--- src/rtl/sync_fifo_pkg.sv ---
// ============================================================================
// Module      : sync_fifo_pkg
// Description : Shared helpers, default thresholds and status struct for sync_fifo_th.
// Revision    : 1.0 - initial release
// ============================================================================
`default_nettype none

package sync_fifo_pkg;

    localparam int c_DEF_WORD_LENGTH     = 8;
    localparam int c_DEF_ADDR_BITS       = 4;
    localparam int c_ALMOST_EMPTY_THR    = 2;
    localparam int c_ALMOST_FULL_MARGIN  = 2;

    function automatic int fifo_depth(input int addr_bits);
        return 1 << addr_bits;
    endfunction

    function automatic int count_width(input int addr_bits);
        return addr_bits + 1;
    endfunction

    typedef struct packed {
        logic empty;
        logic full;
        logic almost_empty;
        logic almost_full;
        logic overflow;
        logic underflow;
    } fifo_status_t;

endpackage

`default_nettype wire

--- src/rtl/sync_fifo_th_if.sv ---
// ============================================================================
// Module      : sync_fifo_th_if
// Description : Producer/consumer bus of sync_fifo_th (requests, data, status).
// Revision    : 1.0 - initial release
// ============================================================================
`default_nettype none

interface sync_fifo_th_if #(
    parameter int WordLength = 8,
    parameter int AddrBits   = 4
);
    logic                  clr_i;
    logic                  wr_i;
    logic [WordLength-1:0] w_data_i;
    logic                  rd_i;
    logic [WordLength-1:0] r_data_o;
    logic                  r_valid_o;
    logic                  empty_o;
    logic                  full_o;
    logic                  almost_empty_o;
    logic                  almost_full_o;
    logic [AddrBits:0]     count_o;
    logic                  overflow_o;
    logic                  underflow_o;

    modport master (
        output clr_i, wr_i, w_data_i, rd_i,
        input  r_data_o, r_valid_o, empty_o, full_o, almost_empty_o,
               almost_full_o, count_o, overflow_o, underflow_o
    );

    modport slave (
        input  clr_i, wr_i, w_data_i, rd_i,
        output r_data_o, r_valid_o, empty_o, full_o, almost_empty_o,
               almost_full_o, count_o, overflow_o, underflow_o
    );
endinterface

`default_nettype wire

--- src/rtl/sync_fifo_ctrl.sv ---
// ============================================================================
// Module      : sync_fifo_ctrl
// Description : Pointers, occupancy count, accept logic and status flags.
// Revision    : 1.0 - initial release
// ============================================================================
`default_nettype none

module sync_fifo_ctrl
    import sync_fifo_pkg::*;
#(
    parameter int AddrBits       = 4,
    parameter int AlmostFullThr  = 14,
    parameter int AlmostEmptyThr = 2
) (
    input  wire logic                clk,
    input  wire logic                rst_n,
    input  wire logic                clr,
    input  wire logic                wr,
    input  wire logic                rd,
    output logic                     wr_en,
    output logic                     rd_en,
    output logic [AddrBits-1:0]      wr_addr,
    output logic [AddrBits-1:0]      rd_addr,
    output logic [AddrBits:0]        count,
    output fifo_status_t             status
);

    localparam logic [AddrBits:0] c_ONE    = {{AddrBits{1'b0}}, 1'b1};
    localparam logic [AddrBits:0] c_DEPTH  = (AddrBits+1)'(fifo_depth(AddrBits));
    localparam logic [AddrBits:0] c_AF_THR = (AddrBits+1)'(AlmostFullThr);
    localparam logic [AddrBits:0] c_AE_THR = (AddrBits+1)'(AlmostEmptyThr);

    logic [AddrBits:0] r_wr_ptr;
    logic [AddrBits:0] r_rd_ptr;
    logic [AddrBits:0] r_count;
    logic [AddrBits:0] w_count_next;
    logic              r_overflow;
    logic              r_underflow;
    logic              w_empty;
    logic              w_full;

    assign w_empty = (r_count == '0);
    assign w_full  = (r_count == c_DEPTH);

    // A read frees a slot, so a write is still accepted at full if a read pops.
    assign rd_en = rd && !w_empty && !clr;
    assign wr_en = wr && (!w_full || rd_en) && !clr;

    always_comb begin
        w_count_next = r_count;
        if (wr_en && !rd_en) begin
            w_count_next = r_count + c_ONE;
        end else if (rd_en && !wr_en) begin
            w_count_next = r_count - c_ONE;
        end
    end

    always_ff @(posedge clk or negedge rst_n) begin
        if (!rst_n) begin
            r_wr_ptr    <= '0;
            r_rd_ptr    <= '0;
            r_count     <= '0;
            r_overflow  <= 1'b0;
            r_underflow <= 1'b0;
        end else if (clr) begin
            r_wr_ptr    <= '0;
            r_rd_ptr    <= '0;
            r_count     <= '0;
            r_overflow  <= 1'b0;
            r_underflow <= 1'b0;
        end else begin
            if (wr_en) r_wr_ptr <= r_wr_ptr + c_ONE;
            if (rd_en) r_rd_ptr <= r_rd_ptr + c_ONE;
            r_count     <= w_count_next;
            r_overflow  <= r_overflow  | (wr && w_full && !rd);
            r_underflow <= r_underflow | (rd && w_empty);
        end
    end

    assign wr_addr = r_wr_ptr[AddrBits-1:0];
    assign rd_addr = r_rd_ptr[AddrBits-1:0];
    assign count   = r_count;

    always_comb begin
        status              = '0;
        status.empty        = w_empty;
        status.full         = w_full;
        status.almost_empty = (r_count <= c_AE_THR);
        status.almost_full  = (r_count >= c_AF_THR);
        status.overflow     = r_overflow;
        status.underflow    = r_underflow;
    end

endmodule

`default_nettype wire

--- src/rtl/sync_fifo_th.sv ---
// ============================================================================
// Module      : sync_fifo_th
// Description : Synchronous FIFO with thresholds, count, sticky errors, flush.
//               Define SYNC_FIFO_FWFT_EN for first-word-fall-through reads.
// Revision    : 1.0 - initial release
// ============================================================================
`default_nettype none

module sync_fifo_th
    import sync_fifo_pkg::*;
#(
    parameter int WordLength     = c_DEF_WORD_LENGTH,
    parameter int AddrBits       = c_DEF_ADDR_BITS,
    parameter int AlmostFullThr  = fifo_depth(AddrBits) - c_ALMOST_FULL_MARGIN,
    parameter int AlmostEmptyThr = c_ALMOST_EMPTY_THR
) (
    input  wire logic     clk_i,
    input  wire logic     rst_ni,
    sync_fifo_th_if.slave bus
);

    logic                  w_wr_en;
    logic                  w_rd_en;
    logic [AddrBits-1:0]   w_wr_addr;
    logic [AddrBits-1:0]   w_rd_addr;
    logic [AddrBits:0]     w_count;
    fifo_status_t          w_status;
    logic [WordLength-1:0] r_mem [fifo_depth(AddrBits)];

    sync_fifo_ctrl #(
        .AddrBits       (AddrBits),
        .AlmostFullThr  (AlmostFullThr),
        .AlmostEmptyThr (AlmostEmptyThr)
    ) u_ctrl (
        .clk     (clk_i),
        .rst_n   (rst_ni),
        .clr     (bus.clr_i),
        .wr      (bus.wr_i),
        .rd      (bus.rd_i),
        .wr_en   (w_wr_en),
        .rd_en   (w_rd_en),
        .wr_addr (w_wr_addr),
        .rd_addr (w_rd_addr),
        .count   (w_count),
        .status  (w_status)
    );

    always_ff @(posedge clk_i) begin
        if (w_wr_en) r_mem[w_wr_addr] <= bus.w_data_i;
    end

`ifdef SYNC_FIFO_FWFT_EN
    // Head word shown directly from the array; zero while empty.
    assign bus.r_data_o  = w_status.empty ? '0 : r_mem[w_rd_addr];
    assign bus.r_valid_o = !w_status.empty;
`else
    logic [WordLength-1:0] r_rd_data;
    logic                  r_rd_valid;

    always_ff @(posedge clk_i or negedge rst_ni) begin
        if (!rst_ni) begin
            r_rd_data  <= '0;
            r_rd_valid <= 1'b0;
        end else begin
            r_rd_valid <= w_rd_en;
            if (w_rd_en) r_rd_data <= r_mem[w_rd_addr];
        end
    end

    assign bus.r_data_o  = r_rd_data;
    assign bus.r_valid_o = r_rd_valid;
`endif

    assign bus.count_o        = w_count;
    assign bus.empty_o        = w_status.empty;
    assign bus.full_o         = w_status.full;
    assign bus.almost_empty_o = w_status.almost_empty;
    assign bus.almost_full_o  = w_status.almost_full;
    assign bus.overflow_o     = w_status.overflow;
    assign bus.underflow_o    = w_status.underflow;

endmodule

`default_nettype wire

--- src/flat_wrapper.sv ---
// flat-port wrapper written by rule: the top's interface ports become plain ports
module sync_fifo_th_flat import sync_fifo_pkg::*;
#(
    parameter int WordLength     = c_DEF_WORD_LENGTH,
    parameter int AddrBits       = c_DEF_ADDR_BITS,
    parameter int AlmostFullThr  = fifo_depth(AddrBits) - c_ALMOST_FULL_MARGIN,
    parameter int AlmostEmptyThr = c_ALMOST_EMPTY_THR
)
  (clk_i, rst_ni, bus_clr_i, bus_wr_i, bus_w_data_i, bus_rd_i, bus_r_data_o, bus_r_valid_o, bus_empty_o, bus_full_o, bus_almost_empty_o, bus_almost_full_o, bus_count_o, bus_overflow_o, bus_underflow_o);
  sync_fifo_th_if #(.WordLength(WordLength), .AddrBits(AddrBits)) bus_i ();
  input  wire logic clk_i;
  input  wire logic rst_ni;
  input wire logic [$bits(bus_i.clr_i)-1:0] bus_clr_i;
  input wire logic [$bits(bus_i.wr_i)-1:0] bus_wr_i;
  input wire logic [$bits(bus_i.w_data_i)-1:0] bus_w_data_i;
  input wire logic [$bits(bus_i.rd_i)-1:0] bus_rd_i;
  output wire logic [$bits(bus_i.r_data_o)-1:0] bus_r_data_o;
  output wire logic [$bits(bus_i.r_valid_o)-1:0] bus_r_valid_o;
  output wire logic [$bits(bus_i.empty_o)-1:0] bus_empty_o;
  output wire logic [$bits(bus_i.full_o)-1:0] bus_full_o;
  output wire logic [$bits(bus_i.almost_empty_o)-1:0] bus_almost_empty_o;
  output wire logic [$bits(bus_i.almost_full_o)-1:0] bus_almost_full_o;
  output wire logic [$bits(bus_i.count_o)-1:0] bus_count_o;
  output wire logic [$bits(bus_i.overflow_o)-1:0] bus_overflow_o;
  output wire logic [$bits(bus_i.underflow_o)-1:0] bus_underflow_o;
  assign bus_i.clr_i = bus_clr_i;
  assign bus_i.wr_i = bus_wr_i;
  assign bus_i.w_data_i = bus_w_data_i;
  assign bus_i.rd_i = bus_rd_i;
  assign bus_r_data_o = bus_i.r_data_o;
  assign bus_r_valid_o = bus_i.r_valid_o;
  assign bus_empty_o = bus_i.empty_o;
  assign bus_full_o = bus_i.full_o;
  assign bus_almost_empty_o = bus_i.almost_empty_o;
  assign bus_almost_full_o = bus_i.almost_full_o;
  assign bus_count_o = bus_i.count_o;
  assign bus_overflow_o = bus_i.overflow_o;
  assign bus_underflow_o = bus_i.underflow_o;
  sync_fifo_th #(.WordLength(WordLength), .AddrBits(AddrBits), .AlmostFullThr(AlmostFullThr), .AlmostEmptyThr(AlmostEmptyThr)) u_core (.clk_i(clk_i), .rst_ni(rst_ni), .bus(bus_i));
endmodule
--- config.mk ---
export PLATFORM = sky130hd
export DESIGN_NAME = sync_fifo_th_flat
export DESIGN_NICKNAME = d
export VERILOG_FILES = /design/src/rtl/sync_fifo_pkg.sv /design/src/rtl/sync_fifo_th_if.sv /design/src/rtl/sync_fifo_ctrl.sv /design/src/rtl/sync_fifo_th.sv /design/src/flat_wrapper.sv
export SDC_FILE = /design/constraint.sdc
export NUM_CORES = 1
export LEC_CHECK = 0
export ABC_AREA = 1
export BUFFER_PORTS_ARGS = -buffer_cell sky130_fd_sc_hd__buf_2
export CAP_MARGIN = 20
export CORE_MARGIN = 3
export CORE_UTILIZATION = 39
export DETAILED_ROUTE_END_ITERATION = 7
export GPL_ROUTABILITY_DRIVEN = 0
export GPL_TIMING_DRIVEN = 0
export HOLD_SLACK_MARGIN = 0.1
export PLACE_DENSITY = 0.51
export SLEW_MARGIN = 10
export SYNTH_ARGS = -nofsm -noshare
export SYNTH_HDL_FRONTEND = slang
export SYNTH_SLANG_ARGS = --single-unit
--- constraint.sdc ---
create_clock -name clk_i -period 2.68 [get_ports clk_i]
set_input_delay 0.536 -clock clk_i [delete_from_list [all_inputs] [get_ports clk_i]]
set_output_delay 0.536 -clock clk_i [all_outputs]
set_load 0.02 [all_outputs]
==> results by group <==
Critical path
  • R2r endpoint: u_core.u_ctrl.count[4]
  • Crit path arrival time: 2.68 ns
  • CP startpoint kind: register
  • R2R setup slack: between 0.3 and 0.4 ns
  • Reg-to-reg startpoint: u_core.u_ctrl.count[2]
  • WS Path Type: register to register
  • CP Data Required Time: roughly 3.0 ns
  • CP max FO: 6
  • R2R cell count: 13
  • Critical path endpoint category: register

Synth
  • Post-synth top flop: edfxtp_1
  • YS warnings: 0
  • Post-synthesis net count: 693
  • Number of synthesized flops with an enable pin: approximately 130
  • Most area-consuming cells after synthesis: edfxtp_1, nand2_1, dfrtp_1, nand3_1, inv_1
  • Synthesized cell area: roughly 7000 sq um
  • Leading area contributor after synthesis: edfxtp_1
  • Most frequent cell after synthesis: nand2_1
  • Synth Register Bits: approximately 150
  • Share of the synthesized area in the top cell type: between 50% and 60%
  • Cells after Synth: 670
  • Avg Inst Size Synth: approximately 10 sq um
  • Sequential share of the synthesized area: between 60% and 70%
  • Async SR Flop Fraction: 15.79%
  • Synth top cells by count: nand2_1, edfxtp_1, nand3_1
  • Cell variety after synth: 28

Detailed routing
  • Vias per cell: ~5.0
  • Drt first pass iters: 8
  • Drt total wl: approximately 17000 um
  • 1st-iter DRT viols: 363
  • Via count: approximately 4800
  • Antenna viol nets, final: 0
  • WL/cell: 17.99 um
  • DRC: 0

Timing
  • Period utilisation layout: slightly below 90%
  • Max Slew Vio Count: 0
  • RSZ-0062 raised after global routing: false
  • Hold Fails Final Rpt: 0
  • Post-route minimum period: around 2.4 ns
  • Setup-failing EPs final: 0
  • Setup TNS: 0 ns
  • Actual slew at the worst max-slew pin: roughly 0.95 ns
  • Fmax achieved: between 400 and 500 MHz
  • Slew headroom: a little over a third
  • Clock skew: 0.007171 ns

Floorplanning
  • I/O Pins: 33
  • Die area: around 19000 sq um
  • Core area: 16820 sq um
  • # rows: between 40 and 50
  • Initial Util: 40.47%
  • DIE HEIGHT: about 140 um
  • Chip Width: between 100 and 150 um

Power and ir drop
  • Internal power: between 4 and 5 mW
  • Max IR drop VDD: 0.0004591 V
  • Pwr Density: 901.2 nW/um^2
  • Sw Ratio: 31.80%
  • Sw Pwr: 2.254 mW
  • Reg power frac: between 30% and 40%
  • Combinational share of power: approximately a quarter
  • Clock network power share: a little over a third
  • Leakage: approximately 3.3 nW

Clocking
  • Root Driver: clkbuf_16
  • # clock sinks: between 150 and 200
  • Clock latency on the worst-skew pair: approximately 0.42 ns
  • H-tree depth: 4
  • Resized Gates After CTS: 0
  • Clock transition at the registers of the reported paths: about 0.060 ns
  • CTS Hold Bufs: 0
  • Total CTS buffers: 17
  • CTS max path bufs: 2
  • Post-CTS setup buffers: 0
  • CTS tree: built

Job
  • Max_cap viols: 0

Cells and area
  • Area Overhead vs Synth: 15.55%
  • Nets: between 700 and 800
  • Antenna Cells: 0
  • Filler cells: 1579
  • Final core occ: 46.76%
  • Non-Filler Instances: about 950
  • Share of cells above drive strength 1: between 15 and 20%

Min path
  • Min-delay worst type: primary input to asynchronous set/reset pin

GRT
  • Total grt overflow: 0
  • Vias in the first global route: roughly 4700
  • Initial antenna violation count: 0
  • Largest net degree at the start of global routing: 25
  • First-pass GRT wire length: around 27000 um
  • Total GRT Usage: 18.68%

Status
  • Status: completed

Placed design
  • Placed insts: ~900
  • Post-DP HPWL: approximately 12000 um
  • IO Port Bufs: 31
[worst max path at each step]
| stage | startpoint | to | slack [ns] |
|---|---|---|---|
| 4_1_cts | u_core.u_ctrl.count[0] | u_core.r_mem[4][2] | 0.32 |
| 2_1_floorplan | u_core.u_ctrl.count[0] | u_core.u_ctrl.count[4] | 0.54 |
| 6_report | u_core.u_ctrl.count[2] | u_core.u_ctrl.count[4] | 0.31 |
| 3_5_place_dp | bus_clr_i | u_core.r_mem[4][2] | 0.17 |
| 5_1_grt | u_core.u_ctrl.count[0] | u_core.u_ctrl.count[4] | 0.07 |
| 3_3_place_gp | bus_clr_i | u_core.r_mem[15][0] | 0.11 |
[layer usage]
metal / up-vias / routed length [um] / GRT usage, %
li1: 2303 / - / -
met5: - / 0 / 0
met2: 122 / 8082 / 29.52
met1: 2300 / 7840 / 25.59
met4: 0 / 412 / 7.176
met3: 27 / 788 / 3.798
[stage by stage]
step | setup WS (ns) | area (sq um) | hold slack (ns) | total power [mW]
after CTS | 0.3184 | 7865 | 0.1066 | 7.148
final | 0.3126 | 7865 | 0.1043 | 7.088
after global routing | 0.06805 | 7865 | 0.1572 | 7.495
after global placement | 0.1089 | 7237 | 0.4615 | 4.608
after detailed placement | 0.1716 | 7242 | 0.4604 | 4.630
after floorplan | 0.5399 | 6807 | 0.2404 | 4.055
[layout make-up]
| class | count | area (sq um) | area share, % |
|---|---|---|---|
| Sequential cell | 152 | 4444 | 56.51 |
| Multi-Input combinational cell | 436 | 1972 | 25.07 |
| Clock buffer | 17 | 425.4 | 5.409 |
| Tap cell | 220 | 275.3 | 3.500 |
| Inverter | 52 | 200.2 | 2.545 |
| Clock inverter | 14 | 197.7 | 2.514 |
| Buffer | 30 | 195.2 | 2.482 |
| Timing Repair Buffer | 31 | 155.1 | 1.973 |
[worst max-delay path: stages, from the launching register on]
cell and delay [ns]:
dfrtp_1 0.45, nor2_2 0.21, nand3_4 0.14, nand2_2 0.12
nand3_1 0.25, fa_1 0.49, nand3_1 0.12, nand3_1 0.08
nand2_1 0.06, nand2_1 0.08, nand3_1 0.09, nand2_1 0.05
nand2_1 0.05, nand2_1 0.04
[power groups by stage]
| stage | registers (mW) | logic, mW | clock network (mW) |
|---|---|---|---|
| 2_1_floorplan | 2.97 | 1.09 | 0 |
| 3_5_place_dp | 2.86 | 1.77 | 0 |
| 6_report | 2.81 | 1.76 | 2.52 |
| 4_1_cts | 2.81 | 1.78 | 2.56 |
| 3_3_place_gp | 2.85 | 1.75 | 0 |
| 5_1_grt | 2.83 | 1.99 | 2.67 |
[flip-flops by register name, indices dropped and copies added, names as in the netlist]
| register | count |
|---|---|
| u_core.r_mem | 128 |
| u_core.bus.r_data_o | 8 |
| u_core.u_ctrl.count | 5 |
| u_core.u_ctrl.r_rd_ptr | 4 |
| u_core.u_ctrl.r_wr_ptr | 4 |
| u_core.bus.r_valid_o | 1 |
| u_core.u_ctrl.r_overflow | 1 |
| u_core.u_ctrl.r_underflow | 1 |
[kinds of logic after synthesis]
kind of cell / synth area share (%)
DFF: 65.29
adders and majority gates: 1.949
AOI/OAI and AO/OA: 1.618
xor gates and xnor gates: 0.5148
buffers and inverters: 5.809
and+or+nand+nor: 24.82
[cells in the final DEF, fill, tap and decap left out]
master / Yosys / layout
a21oi_1: 5 / 5
buf_1: 1 / 1
buf_2: 18 / 49
buf_4: 4 / 4
buf_6: 6 / 6
bufinv_16: 0 / 4
clkbuf_1: 1 / 1
clkbuf_16: 0 / 17
clkinv_1: 1 / 1
clkinv_2: 0 / 2
clkinv_4: 0 / 3
clkinvlp_4: 0 / 2
dfrtp_1: 24 / 24
edfxtp_1: 128 / 128
fa_1: 1 / 1
ha_1: 9 / 9
inv_1: 44 / 44
inv_2: 5 / 5
inv_4: 2 / 2
inv_6: 0 / 3
nand2_1: 265 / 265
nand2_2: 2 / 2
nand2_4: 1 / 1
nand3_1: 81 / 81
nand3_2: 1 / 1
nand3_4: 2 / 2
nand4_1: 4 / 4
nor2_1: 31 / 31
nor2_2: 11 / 11
nor3_1: 2 / 1
nor3_2: 0 / 1
o21ai_0: 15 / 15
o21ai_1: 2 / 2
xnor2_1: 2 / 2
xor2_1: 2 / 2
Note: power is estimated with default switching activity, not from simulation.
